`config.mk`:
```
export PLATFORM = sky130hd
export DESIGN_NAME = enigma_stream_ctrl_flat
export DESIGN_NICKNAME = d
export VERILOG_FILES = /design/src/rtl/enigma_stream_pkg.sv /design/src/rtl/enigma_stream_ctrl_if.sv /design/src/rtl/enigma_byte_fifo.sv /design/src/rtl/enigma_stream_ctrl.sv /design/src/flat_wrapper.sv
export SDC_FILE = /design/constraint.sdc
export NUM_CORES = 1
export LEC_CHECK = 0
export CORE_ASPECT_RATIO = 0.5
export CORE_MARGIN = 1.5
export CORE_UTILIZATION = 44
export CTS_CLUSTER_DIAMETER = 150
export DETAILED_ROUTE_END_ITERATION = 8
export PLACE_DENSITY = 0.66
export SYNTH_ARGS = -nofsm -noshare
export SYNTH_HDL_FRONTEND = slang
export SYNTH_SLANG_ARGS = --single-unit
```
`constraint.sdc`:
```
create_clock -name clk -period 5 [get_ports clk]
set_input_delay 0.5 -clock clk [delete_from_list [all_inputs] [get_ports clk]]
set_output_delay 0.5 -clock clk [all_outputs]
set_load 0.1 [all_outputs]
```
`src/rtl/enigma_stream_pkg.sv`:
```
// Shared types and ASCII constants for the enigma byte-stream front end.
package enigma_stream_pkg;

  typedef enum logic [1:0] {
    ST_IDLE,
    ST_ISSUE,
    ST_WAIT,
    ST_EMIT
  } state_t;

  localparam logic [7:0]  A_BASE    = 8'h41;
  localparam logic [7:0]  a_BASE    = 8'h61;
  localparam logic [7:0]  ERR_CHAR  = 8'h3F;
  localparam int unsigned ALPHA_LEN = 26;

  function automatic logic is_upper(input logic [7:0] b);
    return (b >= A_BASE) && (b < (A_BASE + 8'(ALPHA_LEN)));
  endfunction

  function automatic logic is_lower(input logic [7:0] b);
    return (b >= a_BASE) && (b < (a_BASE + 8'(ALPHA_LEN)));
  endfunction

endpackage

```
`src/rtl/enigma_stream_ctrl_if.sv`:
```
// Handshake bundle for the stream controller: upstream bytes, cipher core
// issue/return, and downstream bytes. The controller takes the slave view.
interface enigma_stream_ctrl_if;

  logic       in_valid;
  logic [7:0] in_data;
  logic       in_dec;
  logic       in_ready;

  logic       core_valid;
  logic [7:0] core_din;
  logic       core_dec;
  logic       core_done;
  logic [7:0] core_dout;

  logic       out_valid;
  logic [7:0] out_data;
  logic       out_ready;

  modport slave (
    input  in_valid, in_data, in_dec,
    output in_ready,
    output core_valid, core_din, core_dec,
    input  core_done, core_dout,
    output out_valid, out_data,
    input  out_ready
  );

  modport master (
    output in_valid, in_data, in_dec,
    input  in_ready,
    input  core_valid, core_din, core_dec,
    output core_done, core_dout,
    input  out_valid, out_data,
    output out_ready
  );

endinterface

```
`src/rtl/enigma_byte_fifo.sv`:
```
// Synchronous DEPTH x WIDTH FIFO with full/empty flags and an occupancy count.
// The head entry is presented combinationally on rdata.
module enigma_byte_fifo #(
  parameter int unsigned DEPTH = 4,
  parameter int unsigned WIDTH = 9
) (
  input  logic                       clk,
  input  logic                       reset,
  input  logic                       push,
  input  logic [WIDTH-1:0]           wdata,
  input  logic                       pop,
  output logic [WIDTH-1:0]           rdata,
  output logic                       full,
  output logic                       empty,
  output logic [$clog2(DEPTH):0]     count
);

  localparam int unsigned AW = $clog2(DEPTH);

  logic [WIDTH-1:0] mem [DEPTH];
  logic [AW-1:0]    wr_ptr;
  logic [AW-1:0]    rd_ptr;
  logic             push_ok;
  logic             pop_ok;

  assign full    = (count == (AW+1)'(DEPTH));
  assign empty   = (count == '0);
  assign push_ok = push && !full;
  assign pop_ok  = pop && !empty;
  assign rdata   = mem[rd_ptr];

  // Storage array: written on accepted pushes only.
  always_ff @(posedge clk) begin
    if (push_ok) begin
      mem[wr_ptr] <= wdata;
    end
  end

  // Pointers and occupancy; power-of-two depth lets pointers wrap naturally.
  always_ff @(posedge clk or posedge reset) begin
    if (reset) begin
      wr_ptr <= '0;
      rd_ptr <= '0;
      count  <= '0;
    end else begin
      if (push_ok) wr_ptr <= wr_ptr + AW'(1);
      if (pop_ok)  rd_ptr <= rd_ptr + AW'(1);
      case ({push_ok, pop_ok})
        2'b10:   count <= count + (AW+1)'(1);
        2'b01:   count <= count - (AW+1)'(1);
        default: count <= count;
      endcase
    end
  end

endmodule

```
`src/rtl/enigma_stream_ctrl.sv`:
```
// Byte-stream front end for the enigma cipher core. Bytes are buffered,
// letters are sent to the core one at a time as 0-25 indices, results are
// converted back to ASCII and emitted in order; other bytes pass through.
// Optional: define LOWER_CASE_EN to also encipher 'a'-'z' (case preserved).
module enigma_stream_ctrl
  import enigma_stream_pkg::*;
#(
  parameter int unsigned DEPTH   = 4,
  parameter int unsigned TIMEOUT = 64
) (
  input  logic                 clk,
  input  logic                 reset,
  enigma_stream_ctrl_if.slave  bus,
  output logic                 busy,
  output logic                 err_timeout,
  output logic                 err_range
);

  localparam int unsigned CW = $clog2(TIMEOUT);

  logic [8:0]              fifo_head;
  logic                    fifo_full;
  logic                    fifo_empty;
  logic [$clog2(DEPTH):0]  fifo_count;
  logic                    fifo_pop;
  logic [7:0]              head_byte;
  logic                    head_letter;
  logic [7:0]              head_base;

  state_t      state, state_d;
  logic [7:0]  cur_byte, cur_byte_d;
  logic        cur_dec, cur_dec_d;
  logic [7:0]  cur_base, cur_base_d;
  logic [7:0]  result, result_d;
  logic [CW-1:0] cnt, cnt_d;
  logic        err_timeout_d;
  logic        err_range_d;

  // in_ready is forced low while reset is held so all outputs read 0.
  assign bus.in_ready = !fifo_full && !reset;

  enigma_byte_fifo #(
    .DEPTH (DEPTH),
    .WIDTH (9)
  ) u_fifo (
    .clk   (clk),
    .reset (reset),
    .push  (bus.in_valid && bus.in_ready),
    .wdata ({bus.in_dec, bus.in_data}),
    .pop   (fifo_pop),
    .rdata (fifo_head),
    .full  (fifo_full),
    .empty (fifo_empty),
    .count (fifo_count)
  );

  assign head_byte = fifo_head[7:0];

`ifdef LOWER_CASE_EN
  assign head_letter = is_upper(head_byte) || is_lower(head_byte);
  assign head_base   = is_lower(head_byte) ? a_BASE : A_BASE;
`else
  assign head_letter = is_upper(head_byte);
  assign head_base   = A_BASE;
`endif

  assign busy = (state != ST_IDLE) || (fifo_count != '0);

  // State and datapath registers.
  always_ff @(posedge clk or posedge reset) begin
    if (reset) begin
      state       <= ST_IDLE;
      cur_byte    <= '0;
      cur_dec     <= 1'b0;
      cur_base    <= A_BASE;
      result      <= '0;
      cnt         <= '0;
      err_timeout <= 1'b0;
      err_range   <= 1'b0;
    end else begin
      state       <= state_d;
      cur_byte    <= cur_byte_d;
      cur_dec     <= cur_dec_d;
      cur_base    <= cur_base_d;
      result      <= result_d;
      cnt         <= cnt_d;
      err_timeout <= err_timeout_d;
      err_range   <= err_range_d;
    end
  end

  // Next-state, datapath updates and handshake outputs.
  always_comb begin
    state_d        = state;
    cur_byte_d     = cur_byte;
    cur_dec_d      = cur_dec;
    cur_base_d     = cur_base;
    result_d       = result;
    cnt_d          = cnt;
    err_timeout_d  = err_timeout;
    err_range_d    = err_range;
    fifo_pop       = 1'b0;
    bus.core_valid = 1'b0;
    bus.core_din   = '0;
    bus.core_dec   = 1'b0;
    bus.out_valid  = 1'b0;
    bus.out_data   = '0;

    case (state)
      ST_IDLE: begin
        if (!fifo_empty) begin
          fifo_pop   = 1'b1;
          cur_byte_d = head_byte;
          cur_dec_d  = fifo_head[8];
          cur_base_d = head_base;
          // Bypass bytes are emitted as-is, so preload them as the result.
          result_d   = head_byte;
          state_d    = head_letter ? ST_ISSUE : ST_EMIT;
        end
      end
      ST_ISSUE: begin
        bus.core_valid = 1'b1;
        bus.core_din   = cur_byte - cur_base;
        bus.core_dec   = cur_dec;
        cnt_d          = '0;
        state_d        = ST_WAIT;
      end
      ST_WAIT: begin
        bus.core_dec = cur_dec;
        if (bus.core_done) begin
          if (bus.core_dout < 8'(ALPHA_LEN)) begin
            result_d = cur_base + bus.core_dout;
          end else begin
            result_d    = ERR_CHAR;
            err_range_d = 1'b1;
          end
          state_d = ST_EMIT;
        end else if (cnt == CW'(TIMEOUT - 1)) begin
          result_d      = ERR_CHAR;
          err_timeout_d = 1'b1;
          state_d       = ST_EMIT;
        end else begin
          cnt_d = cnt + CW'(1);
        end
      end
      ST_EMIT: begin
        bus.out_valid = 1'b1;
        bus.out_data  = result;
        if (bus.out_ready) begin
          state_d = ST_IDLE;
        end
      end
      default: state_d = ST_IDLE;
    endcase
  end

endmodule

```
`src/flat_wrapper.sv`:
```
// flat-port wrapper written by rule: the top's interface ports become plain ports
module enigma_stream_ctrl_flat import enigma_stream_pkg::*;
#(
  parameter int unsigned DEPTH   = 4,
  parameter int unsigned TIMEOUT = 64
)
  (clk, reset, busy, err_timeout, err_range, bus_in_valid, bus_in_data, bus_in_dec, bus_in_ready, bus_core_valid, bus_core_din, bus_core_dec, bus_core_done, bus_core_dout, bus_out_valid, bus_out_data, bus_out_ready);
  enigma_stream_ctrl_if bus_i ();
  input  logic clk;
  input  logic reset;
  output logic busy;
  output logic err_timeout;
  output logic err_range;
  input wire logic [$bits(bus_i.in_valid)-1:0] bus_in_valid;
  input wire logic [$bits(bus_i.in_data)-1:0] bus_in_data;
  input wire logic [$bits(bus_i.in_dec)-1:0] bus_in_dec;
  output wire logic [$bits(bus_i.in_ready)-1:0] bus_in_ready;
  output wire logic [$bits(bus_i.core_valid)-1:0] bus_core_valid;
  output wire logic [$bits(bus_i.core_din)-1:0] bus_core_din;
  output wire logic [$bits(bus_i.core_dec)-1:0] bus_core_dec;
  input wire logic [$bits(bus_i.core_done)-1:0] bus_core_done;
  input wire logic [$bits(bus_i.core_dout)-1:0] bus_core_dout;
  output wire logic [$bits(bus_i.out_valid)-1:0] bus_out_valid;
  output wire logic [$bits(bus_i.out_data)-1:0] bus_out_data;
  input wire logic [$bits(bus_i.out_ready)-1:0] bus_out_ready;
  assign bus_i.in_valid = bus_in_valid;
  assign bus_i.in_data = bus_in_data;
  assign bus_i.in_dec = bus_in_dec;
  assign bus_in_ready = bus_i.in_ready;
  assign bus_core_valid = bus_i.core_valid;
  assign bus_core_din = bus_i.core_din;
  assign bus_core_dec = bus_i.core_dec;
  assign bus_i.core_done = bus_core_done;
  assign bus_i.core_dout = bus_core_dout;
  assign bus_out_valid = bus_i.out_valid;
  assign bus_out_data = bus_i.out_data;
  assign bus_i.out_ready = bus_out_ready;
  enigma_stream_ctrl #(.DEPTH(DEPTH), .TIMEOUT(TIMEOUT)) u_core (.clk(clk), .reset(reset), .bus(bus_i), .busy(busy), .err_timeout(err_timeout), .err_range(err_range));
endmodule
```
==> impl_metrics.csv, run 1 <==
group,metric,value,unit
status,status,"finished clean",
clocking,htree_levels,3,
synth,async_flop_share,48.6,%
clocking,path_clk_slew,0.05,ns
floorplanning,start_util,45.4,%
grt,grt_max_degree,35,
setup_path,crit_buf_inv,1,
setup_path,rrSetupSlack,2.25,ns
grt,grt_pass1_wl,10300,um
grt,grt_pass1_vias,2072,
min_path,holdCritPathClass,"reg -> reg",
sta,fin_skew,0.00335,ns
setup_path,cp_slowest_cell,"clkdlybuf4s50_1",
synth,ys_warn_count,0,
synth,synthTopCellsByArea,"edfxtp_1 (33%), dfrtp_1 (26%), nand2_1 (5.1%), ha_1 (4.9%), mux4_2 (3.4%)",
synth,synthCells,260,
final_layout,ff_latch_area,1930,um2
power_and_ir_drop,p_leak,1.68,nW
placed_design,hpwlAfterDp,4480,um
setup_path,crit_family,"buffers and inverters",
floorplanning,die-area,8080,um2
routing,via_count,2092,
grt,gr-total-overflow,0,
clocking,cts_setup_buffers,0,
final_layout,area_delta_synth_final,25.7,%
sta,min_period,3.41,ns
sta,slew_violations,0,
synth,seq_area_frac_synth,58.4,%
synth,synth_common_cells,"nand2_1 (45), edfxtp_1 (36), dfrtp_1 (34)",
flow_run,maxCapViolations,0,
setup_path,start_kind,"register",
synth,syn-cell-area,3310,um2
routing,drt_iter0_drc,106,
setup_path,critical_path_class,"reg -> out",
final_layout,nets,346,
synth,synth_nets,296,
sta,setup_viol_count_final,0,
clocking,cts_resized,0,
synth,synth_cell_type_count,44,
clocking,cts_made_buffers,9,
floorplanning,core-area,7290,um2
final_layout,finalNonFillerCells,411,
clocking,clock_latency,0.33,ns
clocking,postCtsHoldBufs,0,
synth,synth.most_common_cell,"nand2_1",
synth,syn_area_per_cell,12.7,um2
final_layout,layout-drive-gt1-share,9.84,%
synth,ys_seq_elements,70,
routing,ant_nets,0,
floorplanning,rows,22,
synth,synth_top_area_share,32.7,%
setup_path,end_kind,"output pin",
sta,rsz0062_at_grt,"no",
placed_design,numPortBuffers,44,
synth,synth-edff-count,36,
setup_path,required,4.50,ns
sta,period_share,68.3,%
routing,vias_per_cell,5.09,
clocking,cts_buffer_depth,2,
sta,finalSetupTns,0,ns
setup_path,timing.critical_path.cells,"or3_1 > or3b_1 > xor2_1 > and2_1 > clkdlybuf4s50_1",
setup_path,max_stage_delay,1.12,ns
synth,synthFlopType,"edfxtp_1",
placed_design,place_inst,395,
final_layout,multiInputGateArea,1300,um2
synth,post-synth-top-area-cell,"edfxtp_1",
floorplanning,ios,45,
floorplanning,die_w,126,um
power_and_ir_drop,peakVddDrop,349,uV
grt,grt.total_usage,17.0,%
routing,wl_per_cell,15.1,um
power_and_ir_drop,power.density,710,nW/um2
routing,remaining_drc_errors,0,
routing,dr.pass1.iters,4,
sta,hold_viol_final,0,
placed_design,gp_congestion,0.800,
setup_path,arrival,2.91,ns
routing,routed_wl,6230,um
setup_path,crit_fanout,5,
power_and_ir_drop,power.total,0.00295,W
sta,maxSlewHeadroom,34.9,%
sta,max_freq,293,MHz
clocking,cts.sinks,70,
clocking,root_buffer,"clkbuf_16",
sta,tightest_slew,0.973,ns
clocking,cts_tree,"done",
grt,antenna_found_initial,0,
final_layout,diodes,0,
floorplanning,die_h,64.3,um
final_layout,fill_cells,599,
kinds of logic after synthesis:
| family | after synthesis | share of synthesized area (%) |
|---|---|---|
| compound gates | 32 | 7.34 |
| xor+xnor | 19 | 5.03 |
| flops | 70 | 58.4 |
| simple gates | 99 | 14.6 |
| mux | 10 | 6.92 |
| fa+ha+maj | 14 | 5.52 |
| buf+inv | 16 | 2.19 |
worst paths after layout:
path                       cells past startpoint                     end                   start
setup / recovery                               5         bus_core_din[6]      u_core.cur_byte[2]
hold / removal                                 1      u_core.err_timeout      u_core.err_timeout
setup reg to reg                               7  u_core.u_fifo.count[2]  u_core.u_fifo.count[0]
hold reg to reg                                1      u_core.err_timeout      u_core.err_timeout
max in group asynchronous                      3        u_core.result[3]                   reset
min in group asynchronous                      3  u_core.u_fifo.count[2]                   reset
per-layer routing:
metal,GRT usage (%),share of wire [%],vias up
met5,0,0,-
met4,5.11,1.2,0
met3,5.78,3.1,6
met2,26.4,46,26
met1,22.9,50,1030
li1,-,-,1030
final cells by class:
type                            count  area share, %
Clock buffer                       11           5.60
Clock inverter                      5           2.02
Inverter                           10          0.903
Multi-Input combinational cell    174           31.4
Sequential cell                    70           46.5
Tap cell                           96           2.89
Timing Repair Buffer               45           10.8
stage by stage:
| step | setup slack, ns | hold WS (ns) | instance area, um2 | utilization (%) |
|---|---|---|---|---|
| final | 1.59 | 0.470 | 4160 | 57.0 |
| after global routing | 1.49 | 0.492 | 4160 | 57.0 |
| after CTS | 1.56 | 0.476 | 4160 | 57.0 |
| after detailed placement | 1.91 | 0.459 | 3840 | 52.7 |
| after global placement | 1.93 | 0.451 | 3840 | 52.7 |
| after floorplan | 1.40 | 0.437 | 3310 | - |
placed cells by master, fill, tap and decap left out, types with 5 or more instances in the layout:
master           netlist  layout
and2_1                16      16
and3_1                 6       6
clkbuf_16              0       9
clkdlybuf4s50_1        0      44
dfrtp_1               34      34
edfxtp_1              36      36
ha_1                  13      13
inv_1                 10      10
mux4_2                 5       5
nand2_1               45      45
nor2_1                12      12
o21ai_0               12      12
xnor2_1                8       8
xor2_1                11      11
sequential cells by signal, indices dropped and copies added, names as in the netlist, 2 cells and up:
name / flops
u_core.u_fifo.mem: 36
u_core.cnt: 6
u_core.cur_byte: 8
u_core.u_fifo.wr_ptr: 2
u_core.state: 2
u_core.u_fifo.count: 3
u_core.result: 8
u_core.u_fifo.rd_ptr: 2
worst register-to-register path, cell delays in order (launching register included):
cell	delay (ns)
dfrtp_1	0.45
o31ai_2	0.65
inv_1	0.38
ha_1	0.34
fa_1	0.45
xnor2_1	0.13
nor2_1	0.11
xor2_1	0.15
power breakdown:
| part | internal (W) | switching (W) | total (W) |
|---|---|---|---|
| Clock | 0.000437 | 0.000227 | 0.000665 |
| Combinational | 0.000448 | 0.000937 | 0.00138 |
| Sequential | 0.000764 | 0.000139 | 0.000903 |
| Total | 0.00165 | 0.00130 | 0.00295 |
Power figures use the tool's default switching activity.
==> run 2: changes to the inputs <==
- PLACE_DENSITY: 0.66 -> 0.69
- clock period: 5 -> 3 ns (I/O delays scaled with it)
==> run 2 against run 1 <==
Net effect:
- first-iteration DRC count down 26%
- critical endpoint unchanged
- die area unchanged
- design area down 1.9%
- highest routed layer unchanged
- worst setup slack worse by 1.1 ns
- clock power up 47%
- clock skew up 0.0035 ns
==> impl_metrics.csv, run 2 (synthesized netlist as in run 1, its figures left out) <==
group,metric,value,unit
sta,min_period,2.51,ns
routing,wl_per_cell,15.4,um
grt,grt.total_usage,17.1,%
grt,grt_pass1_wl,10400,um
floorplanning,start_util,45.4,%
routing,remaining_drc_errors,0,
setup_path,crit_fanout,5,
power_and_ir_drop,power_frac_seq,31.6,%
final_layout,layout_commonest_cell,"nand2_1",
final_layout,reg.largest.list,"u_core.u_fifo.mem x36, u_core.cur_byte x8, u_core.result x8",
clocking,cts_buffer_depth,2,
status,status,"finished clean",
routing,ant_nets,0,
clocking,root_buffer,"clkbuf_16",
routing,routed_wl,6340,um
sta,max_freq,398,MHz
grt,gr-total-overflow,0,
clocking,cts_tree,"done",
sta,rsz0062_at_grt,"no",
clocking,cts_resized,0,
clocking,cts.sinks,70,
setup_path,required,2.70,ns
sta,tightest_slew,0.675,ns
routing,wl_met2,3100,um
grt,antenna_found_initial,0,
sta,hold_viol_final,0,
placed_design,gp_congestion,0.778,
clocking,htree_levels,3,
floorplanning,rows,22,
flow_run,maxCapViolations,0,
power_and_ir_drop,p_sw,0.00222,W
final_layout,fill_cells,597,
routing,vias_per_cell,5.12,
setup_path,start_kind,"register",
setup_path,end_kind,"output pin",
final_layout,largest_register_ffs,36,
routing,m1WireLength,2920,um
sta,setup_viol_count_final,0,
clocking,path_clk_slew,0.06,ns
power_and_ir_drop,power.share.switching,46.4,%
power_and_ir_drop,p_int,0.00256,W
placed_design,numPortBuffers,44,
final_layout,multiInputGateArea,1310,um2
clocking,cts_setup_buffers,0,
clocking,clock_latency,0.33,ns
final_layout,regMostFlops,"u_core.u_fifo.mem",
clocking,cts_made_buffers,9,
floorplanning,ios,45,
setup_path,critical_path_class,"reg -> out",
min_path,holdCritPathClass,"in -> async",
sta,slew_violations,0,
floorplanning,core-area,7290,um2
routing,dr.max_layer_used,"met4",
sta,maxSlewHeadroom,54.7,%
setup_path,arrival,2.21,ns
final_layout,final_cell_mix,"nand2_1 (45), edfxtp_1 (36), dfrtp_1 (34)",
clocking,postCtsHoldBufs,0,
power_and_ir_drop,peakVddDrop,554,uV
floorplanning,die-area,8080,um2
placed_design,hpwlAfterDp,4580,um
sta,period_share,83.7,%
routing,route.met3.wl,239,um
grt,grt_pass1_vias,2088,
power_and_ir_drop,power.density,1170,nW/um2
sta,fin_skew,0.00689,ns
power_and_ir_drop,power.total,0.00479,W
floorplanning,die_w,126,um
power_and_ir_drop,clkPwrFrac,20.5,%
routing,dr.pass1.iters,4,
final_layout,layout-drive-gt1-share,18.7,%
final_layout,ff_latch_area,1930,um2
routing,via_count,2108,
power_and_ir_drop,p_leak,1.71,nW
sta,finalSetupTns,0,ns
floorplanning,die_h,64.3,um
power_and_ir_drop,pwr-share-comb,48.0,%
routing,drt_iter0_drc,78,
final_layout,area_delta_synth_final,23.3,%
final_layout,nets,347,
grt,grt_max_degree,35,
final_layout,diodes,0,
==> run 2: cell count changes in the layout (fill, tap and decap cells not counted), moves of 2 or more <==
cell,delta
nor2b_1,-2
buf_4,+24
bufinv_16,-2
inv_6,+3
clkbuf_1,-2
nor2b_2,+2
clkdlybuf4s50_1,-23
==> run 2: worst max-delay path, cell delays in order, from the launching register on <==
cell,delay [ns]
dfrtp_1,0.44
or3_1,0.42
or3b_1,0.42
xor2_1,0.17
and2_1,0.14
buf_4,0.28
==> run 2: power by group through the flow <==
stage	registers, W	clock network (W)	logic, W
4_1_cts	0.00151	0.00100	0.00232
6_report	0.00151	0.000980	0.00230
3_3_place_gp	0.00152	0	0.00227
2_1_floorplan	0.00142	0	0.00190
5_1_grt	0.00155	0.00104	0.00248
3_5_place_dp	0.00153	0	0.00230
==> run 2: worst paths after layout <==
kind | startpoint | end | slack (ns) | depth (start not counted)
max | u_core.cur_byte[2] | bus_core_din[6] | 0.49 | 5
min | reset | u_core.u_fifo.count[2] | 0.42 | 3
max reg2reg | u_core.u_fifo.count[1] | u_core.u_fifo.count[2] | 0.66 | 7
min reg2reg | u_core.result[0] | u_core.result[0] | 0.47 | 2
max in group asynchronous | reset | u_core.result[6] | 2.25 | 3
min in group clk | u_core.result[0] | u_core.result[0] | 0.47 | 2
==> run 2: stage by stage <==
| step | hold WS, ns | area [um2] | utilization (%) | instances | worst slack, ns |
|---|---|---|---|---|---|
| 2_1_floorplan | 0.399 | 3320 | - | 260 | 0.114 |
| 3_3_place_gp | 0.460 | 3800 | 52.1 | 396 | 0.650 |
| 3_5_place_dp | 0.457 | 3800 | 52.1 | 396 | 0.603 |
| 4_1_cts | 0.438 | 4080 | 55.9 | 412 | 0.496 |
| 5_1_grt | 0.508 | 4080 | 55.9 | 412 | 0.432 |
| 6_report | 0.422 | 4080 | 55.9 | 412 | 0.489 |
==> run 2: layer usage <==
| layer | track usage [%] | up-vias |
|---|---|---|
| li1 | - | 1032 |
| met4 | 6.39 | 0 |
| met1 | 21.4 | 1028 |
| met5 | 0 | - |
| met2 | 28.7 | 38 |
| met3 | 4.94 | 10 |
==> run 2: final cells by class <==
type                       instances  share of cell area, %
multi-input combinational        174                   32.2
timing repair buffer              46                   9.75
clock buffer                       9                   5.52
clock inverter                     7                   1.35
sequential                        70                   47.3
inverter                          10                  0.920
tap                               96                   2.94
